<file path="config.mk">
export PLATFORM = sky130hd
export DESIGN_NAME = ifm_pingpong_buff
export DESIGN_NICKNAME = d
export VERILOG_FILES = /design/src/rtl/ifm_pingpong_buff_pkg.sv /design/src/rtl/ifm_bank.sv /design/src/rtl/ifm_pingpong_buff.sv
export SDC_FILE = /design/constraint.sdc
export NUM_CORES = 1
export LEC_CHECK = 0
export BUFFER_PORTS_ARGS = -buffer_cell sky130_fd_sc_hd__buf_4
export CAP_MARGIN = 20
export CORE_AREA = 2 2 115 117
export CTS_CLUSTER_SIZE = 20
export DETAILED_ROUTE_END_ITERATION = 8
export DIE_AREA = 0 0 117 119
export GPL_ROUTABILITY_DRIVEN = 0
export PLACE_DENSITY = 0.73
export RECOVER_POWER = 100
export SLEW_MARGIN = 20
export SYNTH_ARGS = -nofsm -noshare
export SYNTH_HDL_FRONTEND = slang
export SYNTH_SLANG_ARGS = --single-unit
</file>
<file path="constraint.sdc">
create_clock -name clk -period 3.9 [get_ports clk]
set_clock_uncertainty 0.05 [all_clocks]
set_input_delay 0.195 -clock clk [delete_from_list [all_inputs] [get_ports clk]]
set_output_delay 0.195 -clock clk [all_outputs]
set_load 0.02 [all_outputs]
</file>
<file path="src/rtl/ifm_pingpong_buff_pkg.sv">
// ifm_pingpong_buff_pkg: shared bank-state type and occupancy width for the IFM ping-pong buffer.
package ifm_pingpong_buff_pkg;
    typedef enum logic [1:0] {EMPTY, FILLING, FULL} bank_state_t;
    localparam int OCC_W = 2;
endpackage

</file>
<file path="src/rtl/ifm_bank.sv">
// ifm_bank: NUM_CH x DATA_WIDTH register bank with a single lane write port, all lanes read in parallel.
module ifm_bank #(
    parameter int DATA_WIDTH = 8,
    parameter int NUM_CH     = 8
) (
    input  logic                         clk,
    input  logic                         rst,
    input  logic                         we,
    input  logic [$clog2(NUM_CH)-1:0]    idx,
    input  logic [DATA_WIDTH-1:0]        din,
    output logic [NUM_CH*DATA_WIDTH-1:0] data
);
    logic [NUM_CH-1:0][DATA_WIDTH-1:0] mem;

    assign data = mem;

    always_ff @(posedge clk or posedge rst)
        if (rst)
            mem <= '0;
        else if (we)
            mem[idx] <= din;
endmodule

</file>
<file path="src/rtl/ifm_pingpong_buff.sv">
// ifm_pingpong_buff: serial-in, bank-parallel-out double buffer for IFM words.
// Define IFM_BUFF_REPLAY_EN to add rd_keep, which re-presents a bank instead of releasing it.
module ifm_pingpong_buff
    import ifm_pingpong_buff_pkg::*;
#(
    parameter int DATA_WIDTH = 8,
    parameter int NUM_CH     = 8
) (
    input  logic                         clk,
    input  logic                         rst,
    input  logic                         clear,
    input  logic                         wr_valid,
    input  logic [DATA_WIDTH-1:0]        wr_data,
    output logic                         wr_ready,
    output logic                         rd_valid,
    output logic [NUM_CH*DATA_WIDTH-1:0] rd_data,
    input  logic                         rd_ready,
`ifdef IFM_BUFF_REPLAY_EN
    input  logic                         rd_keep,
`endif
    output logic [OCC_W-1:0]             occupancy
);
    localparam int IDX_W = $clog2(NUM_CH);

    bank_state_t                 st_q [2];
    bank_state_t                 st_d [2];
    logic                        wr_bank_q, wr_bank_d, rd_bank_q, rd_bank_d;
    logic [IDX_W-1:0]            wr_idx_q, wr_idx_d;
    logic                        wr_fire, rd_fire, keep, last;
    logic [NUM_CH*DATA_WIDTH-1:0] bank_data [2];

`ifdef IFM_BUFF_REPLAY_EN
    assign keep = rd_keep;
`else
    assign keep = 1'b0;
`endif

    assign wr_ready  = st_q[wr_bank_q] != FULL;
    assign rd_valid  = st_q[rd_bank_q] == FULL;
    assign rd_data   = bank_data[rd_bank_q];
    assign wr_fire   = wr_valid & wr_ready & ~clear;
    assign rd_fire   = rd_valid & rd_ready & ~clear;
    assign last      = wr_idx_q == IDX_W'(NUM_CH - 1);
    assign occupancy = OCC_W'(st_q[0] == FULL) + OCC_W'(st_q[1] == FULL);

    // A write can only target a non-FULL bank and a read only a FULL one, so both may update st_d safely.
    always_comb begin
        st_d      = st_q;
        wr_bank_d = wr_bank_q;
        rd_bank_d = rd_bank_q;
        wr_idx_d  = wr_idx_q;
        if (clear) begin
            st_d[0]   = EMPTY;
            st_d[1]   = EMPTY;
            wr_bank_d = 1'b0;
            rd_bank_d = 1'b0;
            wr_idx_d  = '0;
        end else begin
            if (wr_fire) begin
                st_d[wr_bank_q] = last ? FULL : FILLING;
                wr_idx_d        = last ? '0 : wr_idx_q + IDX_W'(1);
                wr_bank_d       = wr_bank_q ^ last;
            end
            if (rd_fire && !keep) begin
                st_d[rd_bank_q] = EMPTY;
                rd_bank_d       = ~rd_bank_q;
            end
        end
    end

    always_ff @(posedge clk or posedge rst)
        if (rst) begin
            st_q[0]   <= EMPTY;
            st_q[1]   <= EMPTY;
            wr_bank_q <= 1'b0;
            rd_bank_q <= 1'b0;
            wr_idx_q  <= '0;
        end else begin
            st_q      <= st_d;
            wr_bank_q <= wr_bank_d;
            rd_bank_q <= rd_bank_d;
            wr_idx_q  <= wr_idx_d;
        end

    for (genvar b = 0; b < 2; b++) begin : g_bank
        ifm_bank #(.DATA_WIDTH(DATA_WIDTH), .NUM_CH(NUM_CH)) u_bank (
            .clk  (clk),
            .rst  (rst),
            .we   (wr_fire && wr_bank_q == 1'(b)),
            .idx  (wr_idx_q),
            .din  (wr_data),
            .data (bank_data[b])
        );
    end
endmodule

</file>
==> results of run 1 <==
timing repair:
action / 4_1_cts / 5_1_grt
hold buffers: 2 / 0
hold endpoints to repair: 41 / 0
setup endpoints to repair: 0 / 0
final cells by class:
cell class                      instances  area [sq um]
Fill cell                            1099          5590
Inverter                                5          20.0
Timing Repair Buffer                   85           449
Clock buffer                           20           457
Clock inverter                         12          77.6
Sequential cell                       137          3430
Tap cell                              176           220
Multi-Input combinational cell        255          2630
metal layers:
metal / track usage / up-vias / wire length [um]
li1: - / 1692 / -
met1: 0.277 / 1944 / 5910
met2: 0.309 / 94 / 6540
met3: 0.0580 / 21 / 561
met4: 0.0904 / 0 / 348
met5: 0 / - / 0
synthesized netlist by cell type:
cell / count / area, sq um
nand3b_1: 2 / 15.0
and2_1: 1 / 6.26
nor3b_4: 2 / 37.5
nand3_1: 13 / 65.1
nor2b_1: 2 / 12.5
nand2b_1: 6 / 37.5
inv_1: 5 / 18.8
a311oi_1: 1 / 8.76
nor4b_2: 3 / 45.0
nand2_1: 1 / 3.75
a31oi_1: 1 / 6.26
nand4b_2: 1 / 15.0
mux2_1: 1 / 11.3
buf_1: 5 / 18.8
buf_2: 6 / 30.0
a22oi_1: 2 / 15.0
nor4bb_1: 1 / 10.0
nor3_1: 2 / 10.0
and4_1: 1 / 8.76
and4bb_2: 3 / 37.5
nand3_2: 2 / 20.0
mux2_2: 192 / 2160
dfrtp_1: 137 / 3430
ha_1: 4 / 50.1
a211oi_1: 2 / 15.0
a22o_1: 1 / 8.76
mux2i_1: 2 / 20.0
nor4_1: 1 / 6.26
nor2_1: 3 / 11.3
a21oi_1: 4 / 20.0
clkbuf_1: 12 / 45.0
o21ai_0: 1 / 5.00
cells by family after synthesis:
family,count (synthesis),synth area share
AOI/OAI and AO/OA,12,0.0127
adders and majority gates,4,0.00807
buffers and inverters,28,0.0181
DFF,137,0.553
muxes,195,0.353
and+or+nand+nor,44,0.0551
state kept, by name (all words and copies together), names as in the netlist:
name and count:
g_bank.u_bank.data 128, rd_bank_q 1, st_q 4, wr_bank_q 1, wr_idx_q 3
report_power, final:
| group | internal (uW) | leakage (uW) | switching, uW |
|---|---|---|---|
| logic | 226 | 0.00143 | 310 |
| registers | 1530 | 0.00186 | 60.2 |
| clock network | 838 | 0.000257 | 592 |
| total | 2600 | 0.00355 | 963 |
final timing paths:
| path | from | endpoint | slack, ns | cells past startpoint |
|---|---|---|---|---|
| worst max-delay path | rd_bank_q | rd_data[37] | 0.92 | 3 |
| worst min-delay path | clear | rd_bank_q | 0.05 | 2 |
| min in group asynchronous | rst | g_bank[0].u_bank.data[41] | 0.77 | 3 |
| max in group asynchronous | rst | g_bank[0].u_bank.data[35] | 1.70 | 4 |
| worst min register to register | g_bank[1].u_bank.data[13] | g_bank[1].u_bank.data[13] | 0.45 | 1 |
| worst max register to register | wr_bank_q | g_bank[0].u_bank.data[57] | 1.09 | 3 |
through the flow:
stage	hold slack (ns)	area [sq um]
floorplan	0.260	6210
global placement	0.367	6970
detailed placement	0.374	6970
CTS	0.0291	7530
global route	0.0518	7280
finish	0.0487	7280
==> reports/metrics.cfg, run 1 <==
[place]
dp_slack_ns=1.60
hpwlAfterDp_mm=8.52
io_buffer_count=80
numPlacedInstances=656

[die]
start_util=0.482
number_of_rows_created_at_floorplan=42
dieHeight_um=119
floorplan.die_area_sq_mm=0.0139
x_dimension_of_the_die_um=117
coreArea_sq_mm=0.0129
ios=81

[sta]
max_freq_mhz=335
final.setup.tns_ns=0
final_hold_viol_count=0
fin_crit_ns=2.98
final_slew_violations=76
layout_worst_path_cycle_share=0.765
max_slew_margin=-0.263
final-setup-viol-count=0
rsz_0062_raised_after_global_routing=false
tightest_slew_ns=1.88
setup_ws_ns=0.915

[finish]
mostFrequentLayoutCells=177 x mux2_2, 137 x dfrtp_1, 56 x clkbuf_1
diodes=0
instances_no_fill=690
finalNetCount=518
layout_commonest_cell=mux2_2
layout-drive-gt1-share=0.475
postLayoutCoreUtil=0.566
signed_area_change_from_the_synthesized_netlist_to_the_final_layout_pct=17.4

[setup_path]
timing.critical_path.required_ns=3.65
critical_path_buf_inv_count=2
startpoint_class_of_the_critical_path=register
worstPathCellList=buf_12 > mux2_1 > buf_4
critical_path.max_fanout=37
crit_path_top_delay_cell=dfrtp_1
critPathKind=register to output pin
cpLargestDelayFamily=flip-flops
max_stage_delay_ns=1.38
worstSetupEndpointType=output pin
arrival_time_reported_for_the_critical_path_endpoint_ns=2.74

[hold_path]
holdCritPathClass=primary input to register

[detailed_routing]
antenna_left=0
viasPerCell=5.44
routed_wire_length_per_instance_um=19.4
drc_errors=0
vias=3751
drtIter0Drc=174
finalWirelength_mm=13.4
detailedRoute.firstPassIterationCount=4

[yosys]
synth_nets=437
syn-cell-area_sq_mm=0.00620
ys_seq_elements=137
postSynthCellCount=420
yosysSeqAreaShare=0.553
avgSynthCellArea_sq_um=14.8
netlist-cell-type-count=32
yosys_warnings=0

[grt]
first_pass_grt_wire_length_mm=21.1
antenna_found_initial=0
global_route.usage.total=0.205
grt_pass1_vias=3867
grt_max_degree=50
global_route.overflow_total=0

[cts]
clock_insertion_delay_worst_skew_ns=0.42
clockBufferDepth=2
post_cts_buffers=0
numClockSinks=137
clockRootBuffer=clkbuf_16
tritoncts=yes
cts_max_level=4
clkTransAtPathRegs_ns=0.06
post_cts_resized=0
cts-buffers-inserted=17

[run]
maxCapViolations=2

[pwr]
total_leakage_power_uw=0.00355
power_consumption_uw=3560
pwr_density_cell_mw_per_mm2=489
max-vdd-ir-drop_mv=0.351

[run_status]
outcome=finished, violations left
violations_in_the_final_reports=max-capacitance violations, max-slew violations

(Power assumes the default switching activity.)
==> inputs of run 2 (changes only) <==
--- a/config.mk
+++ b/config.mk
@@ -12,7 +12,7 @@
 export DETAILED_ROUTE_END_ITERATION = 8
 export DIE_AREA = 0 0 117 119
 export GPL_ROUTABILITY_DRIVEN = 0
-export PLACE_DENSITY = 0.73
+export PLACE_DENSITY = 0.7
 export RECOVER_POWER = 100
 export SLEW_MARGIN = 20
 export SYNTH_ARGS = -nofsm -noshare
==> constraint.sdc (replaced) <==
create_clock -name clk -period 2.87 [get_ports clk]
set_clock_uncertainty 0.05 [all_clocks]
set_input_delay 0.1435 -clock clk [delete_from_list [all_inputs] [get_ports clk]]
set_output_delay 0.1435 -clock clk [all_outputs]
set_load 0.02 [all_outputs]
==> reports/metrics.cfg, run 2 (synthesized netlist as in run 1, its figures left out) <==
[run_status]
outcome=finished, violations left  ; unchanged
violations_in_the_final_reports=max-capacitance violations, max-slew violations  ; unchanged

[detailed_routing]
drtIter0Drc=129  ; was 174
vias=3780  ; was 3751
antenna_left=0  ; unchanged
detailedRoute.firstPassIterationCount=4  ; unchanged
drc_errors=0  ; unchanged
viasPerCell=5.46  ; was 5.44
finalWirelength_mm=13.0  ; was 13.4 mm
routed_wire_length_per_instance_um=18.8  ; was 19.4 um

[pwr]
max-vdd-ir-drop_mv=0.374  ; was 0.351 mV
total_leakage_power_uw=0.00355  ; about the same
power_consumption_uw=5070  ; was 3560 uW
pwr_density_cell_mw_per_mm2=690  ; was 489 mW/mm^2

[cts]
cts_max_level=4  ; unchanged
post_cts_resized=0  ; unchanged
cts-buffers-inserted=17  ; unchanged
tritoncts=yes  ; unchanged
post_cts_buffers=0  ; unchanged
clock_insertion_delay_worst_skew_ns=0.41  ; was 0.42 ns
clkTransAtPathRegs_ns=0.06  ; about the same
cts.hold.buffers_added=4  ; was 2
numClockSinks=137  ; unchanged
clockBufferDepth=2  ; unchanged
clockRootBuffer=clkbuf_16  ; unchanged

[setup_path]
cpLargestDelayFamily=flip-flops  ; unchanged
startpoint=rd_bank_q  ; unchanged
worstPathCellList=buf_12 > mux2_2 > clkbuf_1  ; was buf_12 > mux2_1 > buf_4
arrival_time_reported_for_the_critical_path_endpoint_ns=2.22  ; was 2.74 ns
critical_path.max_fanout=37  ; unchanged
critical_path_buf_inv_count=2  ; unchanged
worstSetupEndpointType=output pin  ; unchanged
critPathKind=register to output pin  ; unchanged
timing.critical_path.required_ns=2.68  ; was 3.65 ns
critical_path.reg2reg.startpoint=wr_bank_q  ; unchanged
crit_path_top_delay_cell=dfrtp_2  ; was dfrtp_1
startpoint_class_of_the_critical_path=register  ; unchanged
max_stage_delay_ns=0.92  ; was 1.38 ns

[die]
coreArea_sq_mm=0.0129  ; unchanged
start_util=0.482  ; unchanged
x_dimension_of_the_die_um=117  ; unchanged
dieHeight_um=119  ; unchanged
floorplan.die_area_sq_mm=0.0139  ; unchanged
number_of_rows_created_at_floorplan=42  ; unchanged
ios=81  ; unchanged

[finish]
layout_commonest_cell=mux2_2  ; unchanged
signed_area_change_from_the_synthesized_netlist_to_the_final_layout_pct=18.5  ; was 17.4%
finalNetCount=520  ; was 518
largest_register_ffs=128  ; unchanged
postLayoutCoreUtil=0.571  ; was 0.566
fillerInstances=1110  ; was 1099
diodes=0  ; unchanged
mostFrequentLayoutCells=186 x mux2_2, 136 x dfrtp_1, 63 x clkbuf_1  ; was 177 x mux2_2, 137 x dfrtp_1, 56 x clkbuf_1
layout-drive-gt1-share=0.481  ; was 0.475

[sta]
fin_crit_ns=2.41
rsz_0062_raised_after_global_routing=false  ; unchanged
final_hold_viol_count=0  ; unchanged
final_slew_violations=138  ; was 76
max_slew_margin=-0.242  ; was -0.263
final.setup.tns_ns=0  ; unchanged
layout_worst_path_cycle_share=0.841
tightest_slew_ns=1.86  ; was 1.88 ns
max_freq_mhz=414
final-setup-viol-count=0  ; unchanged

[grt]
grt_max_degree=138  ; was 50
global_route.usage.total=0.200  ; was 0.205
antenna_found_initial=0  ; unchanged
first_pass_grt_wire_length_mm=20.9  ; was 21.1 mm
global_route.overflow_total=0  ; unchanged
grt_pass1_vias=4005  ; was 3867

[place]
io_buffer_count=80  ; unchanged
hpwlAfterDp_mm=8.26  ; was 8.52 mm

[run]
maxCapViolations=1  ; was 2

[hold_path]
hold_start=wr_valid  ; was clear
holdCritPathClass=primary input to register  ; unchanged

## run 2: cell types whose count changed in the layout (fill, tap and decap cells not counted), sizes merged
cell,before,now
buf,27,19
clkinvlp,5,4
clkinv,8,7
clkbuf,76,83
bufinv,0,3
dlygate4sd3,2,4
## run 2: worst paths after layout
kind	cells after the start	endpoint	slack, ns
setup / recovery	3	rd_data[57]	0.46
hold / removal	3	wr_bank_q	0.03
setup reg to reg	3	g_bank[1].u_bank.data[63]	0.57
hold reg to reg	1	g_bank[1].u_bank.data[37]	0.44
max in group asynchronous	4	rd_bank_q	0.60
min in group asynchronous	4	g_bank[0].u_bank.data[40]	0.86
## run 2: layer usage
metal | vias to the layer above | global-route usage | wire [um]
li1 | 1703 | - | -
met1 | 1995 | 0.262 | 5910
met2 | 71 | 0.325 | 6510
met3 | 11 | 0.0458 | 462
met4 | 0 | 0.0706 | 139
met5 | - | 0 | 0
## run 2: area by class of cell
type	instances	area, sq um	area share
inverters	5	22.5	0.00306
well taps	176	220	0.0300
multi-input cells	255	2640	0.358
clock inverters	13	151	0.0206
repair buffers	87	439	0.0597
clock buffers	19	453	0.0616
flip-flops and latches	137	3430	0.467
## run 2: per-stage QoR
step / setup slack, ns / std cells / hold slack (ns) / instance area, sq um
6_report: 0.457 / 692 / 0.0328 / 7350
5_1_grt: 0.200 / 692 / 0.0378 / 7350
4_1_cts: 0.456 / 692 / 0.0182 / 7630
3_5_place_dp: 0.790 / 656 / 0.318 / 6980
3_3_place_gp: 0.861 / 656 / 0.322 / 6980
2_1_floorplan: 0.969 / 420 / 0.209 / 6210
## run 2: tightest hold or removal path, delay by kind of cell
| family | cells | cell delay (ns) |
|---|---|---|
| AO/OA/AOI/OAI | 1 | 0.13 |
| buffers and inverters | 1 | 0.13 |
| AND/OR/NAND/NOR | 1 | 0.06 |
## run 2: where the power goes
group,leakage (uW),switching (uW),internal (uW)
logic,0.00140,412,304
clock network,0.000294,799,1400
registers,0.00186,75.2,2080
